**src/rtl/score_keeper_pkg.sv**
```systemverilog
// Shared constants for the score keeper and the score/text renderer.
package score_keeper_pkg;

  localparam logic [1:0] ST_IDLE = 2'd0;
  localparam logic [1:0] ST_RUN  = 2'd1;
  localparam logic [1:0] ST_HOLD = 2'd2;
  localparam logic [1:0] ST_OVER = 2'd3;

  // Ceiling log2: number of bits needed to hold n distinct values.
  function automatic int logb2(input int n);
    int r;
    r = 0;
    for (int i = 0; i < 31; i++) begin
      if ((1 << i) < n) r = i + 1;
    end
    return r;
  endfunction

endpackage

```
**src/rtl/score_keeper_edge_detect.sv**
```systemverilog
// Rising-edge pulse from a synchronous level; one-cycle pulse per 0->1 transition.
module edge_detect (
  input  logic clk,
  input  logic rst_n,
  input  logic i_level,
  output logic o_rise
);

  logic r_level_q;

  always_ff @(posedge clk or negedge rst_n) begin
    if (!rst_n) r_level_q <= 1'b0;
    else        r_level_q <= i_level;
  end

  assign o_rise = i_level & ~r_level_q;

endmodule

```
**src/rtl/score_keeper.sv**
```systemverilog
// Game state, score and high-score register stage feeding the score/"GAME OVER" renderer.
// Handshake: all inputs are single-cycle pulses or levels with no back-pressure; every output is a register.
module score_keeper
  import score_keeper_pkg::*;
#(
  parameter  int H           = 32,
  parameter  int V           = 32,
  parameter  int WIN_SCORE   = 1000,
  parameter  int HOLD_FRAMES = 60,
  localparam int SCORE_W     = logb2(H * V)
) (
  input  logic               clk,
  input  logic               rst_n,
  input  logic               i_frame_tick,
  input  logic               i_start,
  input  logic               i_food_eaten,
  input  logic               i_crash,
  output logic [SCORE_W-1:0] o_score,
  output logic [SCORE_W-1:0] o_high_score,
  output logic               o_game_over,
  output logic               o_playing,
  output logic               o_new_record,
  output logic [1:0]         o_state
);

  localparam int HOLD_W = (logb2(HOLD_FRAMES + 1) > 0) ? logb2(HOLD_FRAMES + 1) : 1;
  localparam logic [SCORE_W-1:0] SCORE_MAX = '1;
  localparam logic [SCORE_W-1:0] WIN_VAL   = SCORE_W'(WIN_SCORE);
  localparam logic [SCORE_W:0]   WIN_EXT   = (SCORE_W + 1)'(WIN_SCORE);
  localparam logic [HOLD_W-1:0]  HOLD_INIT = HOLD_W'(HOLD_FRAMES);

  logic [1:0]         r_state;
  logic [1:0]         w_state_nxt;
  logic [SCORE_W-1:0] r_score;
  logic [SCORE_W-1:0] w_score_nxt;
  logic [SCORE_W-1:0] r_high;
  logic [SCORE_W-1:0] w_high_nxt;
  logic [HOLD_W-1:0]  r_hold;
  logic [HOLD_W-1:0]  w_hold_nxt;
  logic               r_new_record;
  logic               w_new_record_nxt;
  logic               r_game_over;
  logic               w_game_over_nxt;
  logic               r_playing;
  logic               w_playing_nxt;

  logic               w_start_rise;
  logic [SCORE_W:0]   w_score_plus;
  logic               w_win;
  logic               w_game_end;
  logic [SCORE_W-1:0] w_final_score;

  edge_detect u_start_edge (
    .clk     (clk),
    .rst_n   (rst_n),
    .i_level (i_start),
    .o_rise  (w_start_rise)
  );

  // Crash outranks food, so a win only counts when no crash arrives alongside it.
  assign w_score_plus  = {1'b0, r_score} + (SCORE_W + 1)'(1);
  assign w_win         = ~i_crash & i_food_eaten & (w_score_plus == WIN_EXT);
  assign w_game_end    = i_crash | w_win;
  assign w_final_score = w_win ? WIN_VAL : r_score;

  always_ff @(posedge clk or negedge rst_n) begin
    if (!rst_n) r_state <= ST_IDLE;
    else        r_state <= w_state_nxt;
  end

  always_comb begin
    w_state_nxt = r_state;
    case (r_state)
      ST_IDLE: if (w_start_rise)    w_state_nxt = ST_RUN;
      ST_RUN:  if (w_game_end)      w_state_nxt = ST_HOLD;
      ST_HOLD: if (r_hold == '0)    w_state_nxt = ST_OVER;
      ST_OVER: if (w_start_rise)    w_state_nxt = ST_RUN;
      default:                      w_state_nxt = ST_IDLE;
    endcase
  end

  always_comb begin
    w_score_nxt      = r_score;
    w_high_nxt       = r_high;
    w_hold_nxt       = r_hold;
    w_new_record_nxt = r_new_record;
    w_game_over_nxt  = (w_state_nxt == ST_HOLD) || (w_state_nxt == ST_OVER);
    w_playing_nxt    = (w_state_nxt == ST_RUN);
    case (r_state)
      ST_IDLE: begin
        if (w_start_rise) w_score_nxt = '0;
      end
      ST_RUN: begin
        if (w_game_end) begin
          w_score_nxt = w_final_score;
          w_hold_nxt  = HOLD_INIT;
          if (w_final_score > r_high) begin
            w_high_nxt       = w_final_score;
            w_new_record_nxt = 1'b1;
          end else begin
            w_new_record_nxt = 1'b0;
          end
        end else if (i_food_eaten && (r_score != SCORE_MAX)) begin
          w_score_nxt = r_score + SCORE_W'(1);
        end
      end
      ST_HOLD: begin
        if ((r_hold != '0) && i_frame_tick) w_hold_nxt = r_hold - HOLD_W'(1);
      end
      ST_OVER: begin
        if (w_start_rise) begin
          w_score_nxt      = '0;
          w_new_record_nxt = 1'b0;
        end
      end
      default: ;
    endcase
  end

  always_ff @(posedge clk or negedge rst_n) begin
    if (!rst_n) begin
      r_score      <= '0;
      r_high       <= '0;
      r_hold       <= '0;
      r_new_record <= 1'b0;
      r_game_over  <= 1'b0;
      r_playing    <= 1'b0;
    end else begin
      r_score      <= w_score_nxt;
      r_high       <= w_high_nxt;
      r_hold       <= w_hold_nxt;
      r_new_record <= w_new_record_nxt;
      r_game_over  <= w_game_over_nxt;
      r_playing    <= w_playing_nxt;
    end
  end

  assign o_score      = r_score;
  assign o_high_score = r_high;
  assign o_game_over  = r_game_over;
  assign o_playing    = r_playing;
  assign o_new_record = r_new_record;
  assign o_state      = r_state;

endmodule

```
**config.mk**
```make
export PLATFORM = sky130hd
export DESIGN_NAME = score_keeper
export DESIGN_NICKNAME = d
export VERILOG_FILES = /design/src/rtl/score_keeper_pkg.sv /design/src/rtl/score_keeper_edge_detect.sv /design/src/rtl/score_keeper.sv
export SDC_FILE = /design/constraint.sdc
export NUM_CORES = 1
export LEC_CHECK = 0
export ABC_AREA = 1
export BUFFER_PORTS_ARGS = -buffer_cell sky130_fd_sc_hd__buf_2
export CAP_MARGIN = 20
export CORE_ASPECT_RATIO = 0.8
export CORE_MARGIN = 4
export CORE_UTILIZATION = 56
export DETAILED_ROUTE_END_ITERATION = 7
export PLACE_DENSITY = 0.8
export SYNTH_ARGS = -nofsm -noshare
export SYNTH_HDL_FRONTEND = slang
export SYNTH_SLANG_ARGS = --single-unit
```
**constraint.sdc**
```tcl
create_clock -name clk -period 9.2 [get_ports clk]
set_clock_uncertainty 0.2 [all_clocks]
set_input_delay 0.92 -clock clk [delete_from_list [all_inputs] [get_ports clk]]
set_output_delay 0.92 -clock clk [all_outputs]
set_load 0.1 [all_outputs]
```
Yosys cells after proc, flatten, opt, wreduce, memory -nomap -nowiden. Index checks and enable logic that the tools add are counted.

Bits of input ports: 6. Memories: 0. RAM bits: 0. Flip-flop bits (word level): 32. Bits in read-only memories: 0. Bits in latches: 0. Word-level logic and storage cells: 61. Output and inout port bits: 25.

Muxes and demuxes: 16. Bitwise gates (word level): 6. Multiply operators: 0. Shift operators: 0. Reduce and logical (&&, ||, !) cells: 14. Order comparisons: 1. Eq/ne operators: 13. Add/subtract/negate cells: 3. Divide/modulo/power cells: 0.

Operators with widths (count): 10-bit two-way mux (4); 10-bit case mux with 2 select lines (1); 6-bit two-way mux (2); 6-bit case mux with 2 select lines (1); 3-bit AND reduction (4); 10-bit by 1-bit adder with 11-bit output (second input constant) (1); 11-bit by 10-bit == test with 1-bit output (second input constant) (1); 10-bit by 1-bit adder with 10-bit output (second input constant) (1); 10-bit > comparator (1); 10-bit inequality test (second input constant) (1); 2-bit == test (second input constant) (4); 6-bit zero test (1); 2-bit two-way mux (3); 2-bit case mux with 3 select lines (1); 2-bit nonzero test (3); 6-bit nonzero test (1); 6-bit by 1-bit subtractor with 6-bit output (second input constant) (1); 2-bit by 1-bit == test with 1-bit output (second input constant) (2); 2-bit by 1-bit inequality test with 1-bit output (second input constant) (2); 2-bit inequality test (second input constant) (2); 1-bit AND (3); 1-bit two-way mux (3); 3-bit inequality test (second input constant) (1); 1-bit logical AND (2); other kinds (6) (7).

Longest topological paths before layout.
Depth in word-level cells: 8. Depth in mapped cells: 26. Depth with buffers taken out: 24.

Modules after synthesis. A second synthesis with hierarchy kept.

Cells, all modules: 293. Area, all modules: 2220.9 um^2.

Modules (own cells, without submodules): score_keeper (times used 1, area each 2185.8 um^2, sequential area each 775.7 um^2, cells each 290); edge_detect (times used 1, area each 35.0 um^2, sequential area each 25.0 um^2, cells each 3).

Worst setup path after synthesis. OpenSTA, ideal clock, no wires.

Kind: flip-flop to flip-flop. Start point: register r_score[0], in the netlist o_score[0]. End point: register r_high[6], in the netlist o_high_score[6]. Arrival: 3.331 ns. Path buffers: 2. Data required time: 8.875 ns. Stages on the path, launching flop included: 25. Clock period less this slack: 3.656 ns. Library setup time: 0.125 ns. Setup slack: 5.544 ns. Cell sequence: dfrtp_1 -> ha_1 -> nand3_1 -> inv_1 -> nand3_1 -> nand2_1 -> a21oi_2 -> nand3_2 -> buf_6 -> inv_1 -> nor2_1 -> inv_1 -> ha_1 -> nand4_1 -> inv_1 -> nand4_1 -> inv_1 -> o21ai_0 -> nand3_1 -> nand2_1 -> inv_1 -> nand3_1 -> buf_2 -> nand2_1 -> o21ai_1.

Word-level cells in the longest chain between the ends: 6. Elaborated cells between the ends (all ways): 7. Classes of those cells: add/sub: 1; order compare: 1; eq/ne: 1; mux: 1; bitwise: 2; reduce/logical: 1.

RTL lines: from (decl) (RTL line score_keeper.sv:34) `logic [SCORE_W-1:0] r_score;`; from (signal assigned) (RTL line score_keeper.sv:129) `r_score <= w_score_nxt;`; 10-bit by 1-bit adder with 11-bit output * (RTL line score_keeper.sv:61) `assign w_score_plus = {1'b0, r_score} + (SCORE_W + 1)'(1);`; 11-bit by 10-bit == test with 1-bit output * (RTL line score_keeper.sv:62) `assign w_win = ~i_crash & i_food_eaten & (w_score_plus == WIN_EXT);`; 1-bit AND * (RTL line score_keeper.sv:62); 10-bit two-way mux * (RTL line score_keeper.sv:64) `assign w_final_score = w_win ? WIN_VAL : r_score;`; net w_final_score[6] (RTL line score_keeper.sv:51) `logic [SCORE_W-1:0] w_final_score;`; 10-bit > comparator (RTL line score_keeper.sv:97) `if (w_final_score > r_high) begin`; 3-bit AND reduction (no source line); to (signal assigned) (RTL line score_keeper.sv:130) `r_high <= w_high_nxt;`; to (decl) (RTL line score_keeper.sv:36) `logic [SCORE_W-1:0] r_high;`.

Mark *: on every way through the listed nets, which the timed path passes. The rest lies on a longest branch. A chain may end at the register's enable or synchronous reset.

Final worst setup path.
Start point: register r_score[1], in the netlist o_score[1]. End point: register r_high[8], in the netlist o_high_score[8].

Word-level cells in the longest chain between the ends: 6. Elaborated cells between the ends (all ways): 7. Classes of those cells: add/sub: 1; order compare: 1; eq/ne: 1; mux: 1; bitwise: 2; reduce/logical: 1.

RTL lines (RTL line): 10-bit by 1-bit adder with 11-bit output (score_keeper.sv:61); 11-bit by 10-bit == test with 1-bit output (score_keeper.sv:62); 1-bit AND (score_keeper.sv:62); 10-bit two-way mux (score_keeper.sv:64); net w_final_score[4] (score_keeper.sv:51); 10-bit > comparator (score_keeper.sv:97); 3-bit AND reduction (no source line).

The timed path passes the listed nets, and every way through them passes these cells.

==> key figures <==
Status
  – Status: complete, no violations

Synth
  – Top post-synthesis cells by area: dfrtp_1 36%, nand2_1 12%, ha_1 9.5%
  – EDFF count, synth: 0
  – Asr flop ratio synth: 100%
  – Synthesis warning total: 0
  – Share of the synthesized area in the top cell type: 35.8%
  – Yosys top cell by area: dfrtp_1
  – Syn_nets: 322
  – Synthesized flop and latch total: 32
  – Most used flip-flop cell after synthesis: dfrtp_1
  – Distinct cell type count after synthesis: 29
  – Most frequent cells after synthesis: 70 x nand2_1, 51 x inv_1, 32 x dfrtp_1
  – Seq/Total Area, Yosys: ~36%
  – Top-count cell post-synth: nand2_1
  – Mapped Cells: 299
  – Synthesized cell area: 2230 um^2
  – Post-Syn Area per Cell: around 7.5 um^2

CTS
  – CTS Sinks: 32
  – Clk pin slew, worst setup/hold paths: 0.07 ns
  – H-tree levels: 2
  – Max clock buf depth: 2
  – CTS Buf Count: 5
  – Latest clock arrival within the worst-skew pair: around 0.28 ns
  – Hold buffer count at cts: 0
  – CTS tree: built
  – Post-CTS Resized: 0
  – Setup Buffers After CTS: 0
  – Root buf cell: clkbuf_8

Placement
  – IO buf count: 30
  – HPWL Detailed: 3.61 mm
  – Gp weighted congestion: 0.858

Final layout
  – Synthesis-to-finish area growth: 10.6%
  – Diode count: 0
  – # nets final: 344
  – Share of cells above drive strength 1: slightly below 20%
  – Fill count: 358

Worst setup path
  – Critical Path AT: 3.76 ns
  – Startpoint type of the worst setup path: flop
  – RR Startpoint: o_score[1]
  – CP Max Fanout: 20
  – CP endpoint kind: flop
  – Req. time, crit path: 9.14 ns
  – Critical path launch point: o_score[1]
  – Worst Path Class, Setup: reg -> reg

GRT
  – Vias in the first global route: roughly 1800
  – Tot GR Track Use: a little over a fifth
  – Met1 Use GR: 30.7%
  – M2 GR Usage: 31.0%
  – Total grt overflow: 0
  – First-pass GRT wire length: 8.45 mm
  – Met3 GRT Util: 5.42%
  – GRT busiest layer: met2
  – Largest net degree at the start of global routing: 33
  – Initial antenna violation count: 0

STA
  – Max-slew violation count: 0
  – Setup TNS: 0 ns
  – Minimum clock period: 3.82 ns
  – Unrepaired setup endpoints after global routing: false
  – Crit share post-route: between 40% and 50%
  – Slew headroom: between 50% and 60%
  – Final setup vio count: 0
  – Worst Max-Slew Pin Slew: 0.726 ns
  – Fmax: 262 MHz
  – Count of final hold-check violations: 0

Drt
  – Vias: 1943
  – Vias per cell: ~5
  – Drt wl/cell: 13.0 um
  – DRC Markers: 0
  – Initial detailed-routing violation count: ~110
  – Antenna viol nets, final: 0
  – Final wirelength: slightly below 5 mm
  – Drt pass-1 iters: 6

Worst hold path
  – Worst min-delay path startpoint: r_hold[4]
  – HP Class: reg -> reg

Die
  – Initial core utilization: between 50% and 60%
  – Die H: about 65 um
  – Row Count: 20
  – Core Box Area: 3830 um^2
  – Die Area: 5070 um^2
  – Die width: 78.6 um
  – Io pins: 31

Job
  – Max-cap violations: 0
-- placed cells by master, fill, tap and decap left out, types with 10 or more instances in the layout --
cell type	n
nand3_1	11
o21ai_1	13
a21oi_1	10
o21ai_2	10
o21ai_0	14
inv_1	51
buf_2	30
nand2_1	70
nor2_1	21
ha_1	17
dfrtp_1	32
-- flip-flops by register name, summed over array words and instances, names as in the netlist --
signal                  flops
o_score                    10
o_game_over                 1
o_state                     2
o_playing                   1
o_high_score               10
o_new_record                1
r_hold                      6
u_start_edge.r_level_q      1
-- kinds of logic (layout without fill, tap and decap cells) --
logic type	count (synthesis)	count (layout)	share of synthesized area, %
flops	32	32	35.8
fa+ha+maj	17	17	9.52
simple gates	127	127	26.1
buf+inv	66	89	12.7
compound gates	53	53	14.2
xor+xnor	4	4	1.57
-- metal layers --
| layer | vias up | share of wire, % | wire length, um |
|---|---|---|---|
| met5 | - | 0 | 0 |
| met4 | 0 | 0.68 | 33 |
| met3 | 4 | 7.4 | 361 |
| met2 | 63 | 44 | 2150 |
| met1 | 889 | 48 | 2340 |
| li1 | 987 | - | - |
-- final timing paths --
check / to / slack, ns / depth (start not counted)
worst max-delay path: o_high_score[8] / 5.38 / 22
worst min-delay path: r_hold[4] / 0.29 / 2
worst max register to register: o_high_score[8] / 5.38 / 22
worst min register to register: r_hold[4] / 0.29 / 2
max in group asynchronous: r_hold[5] / 7.87 / 1
min in group asynchronous: o_high_score[1] / 0.47 / 1
-- per-stage QoR --
stage	utilization [%]	cells	hold WS [ns]	setup slack, ns	instance area (um^2)
after floorplan	-	299	0.261	5.54	2230
after global placement	61.7	369	0.270	5.42	2360
after detailed placement	61.7	369	0.277	5.25	2360
after CTS	64.6	377	0.295	5.38	2470
after global routing	64.6	377	0.320	4.89	2470
final	64.6	377	0.289	5.38	2470
-- final cells by class --
class | count | area (um^2) | share of cell area, %
clock buffers | 5 | 68.8 | 2.78
clock inverters | 3 | 42.5 | 1.72
inverters | 51 | 191 | 7.74
multi-input cells | 201 | 1150 | 46.5
flip-flops and latches | 32 | 801 | 32.4
well taps | 55 | 68.8 | 2.78
repair buffers | 30 | 150 | 6.07
-- worst max-delay path, cell delays in order (launching register included) --
cell and delay [ns]:
dfrtp_1 0.51, ha_1 0.29, nand2_1 0.11, nor2_1 0.13
nor2_1 0.05, nor2_1 0.14, nand2_1 0.07, nor2_1 0.11
nand3_2 0.25, nand2_1 0.18, inv_1 0.05, ha_1 0.26
nand2_1 0.06, inv_1 0.05, nand4_1 0.09, inv_1 0.07
o21ai_0 0.07, nand3_1 0.07, nand2_1 0.05, inv_1 0.06
nand3_1 0.50, nand2_1 0.24, o21ai_1 0.09
Power is left out: the tool's default activity adds up to more than one toggle a clock period on the data nets, which glitch-free logic cannot reach.
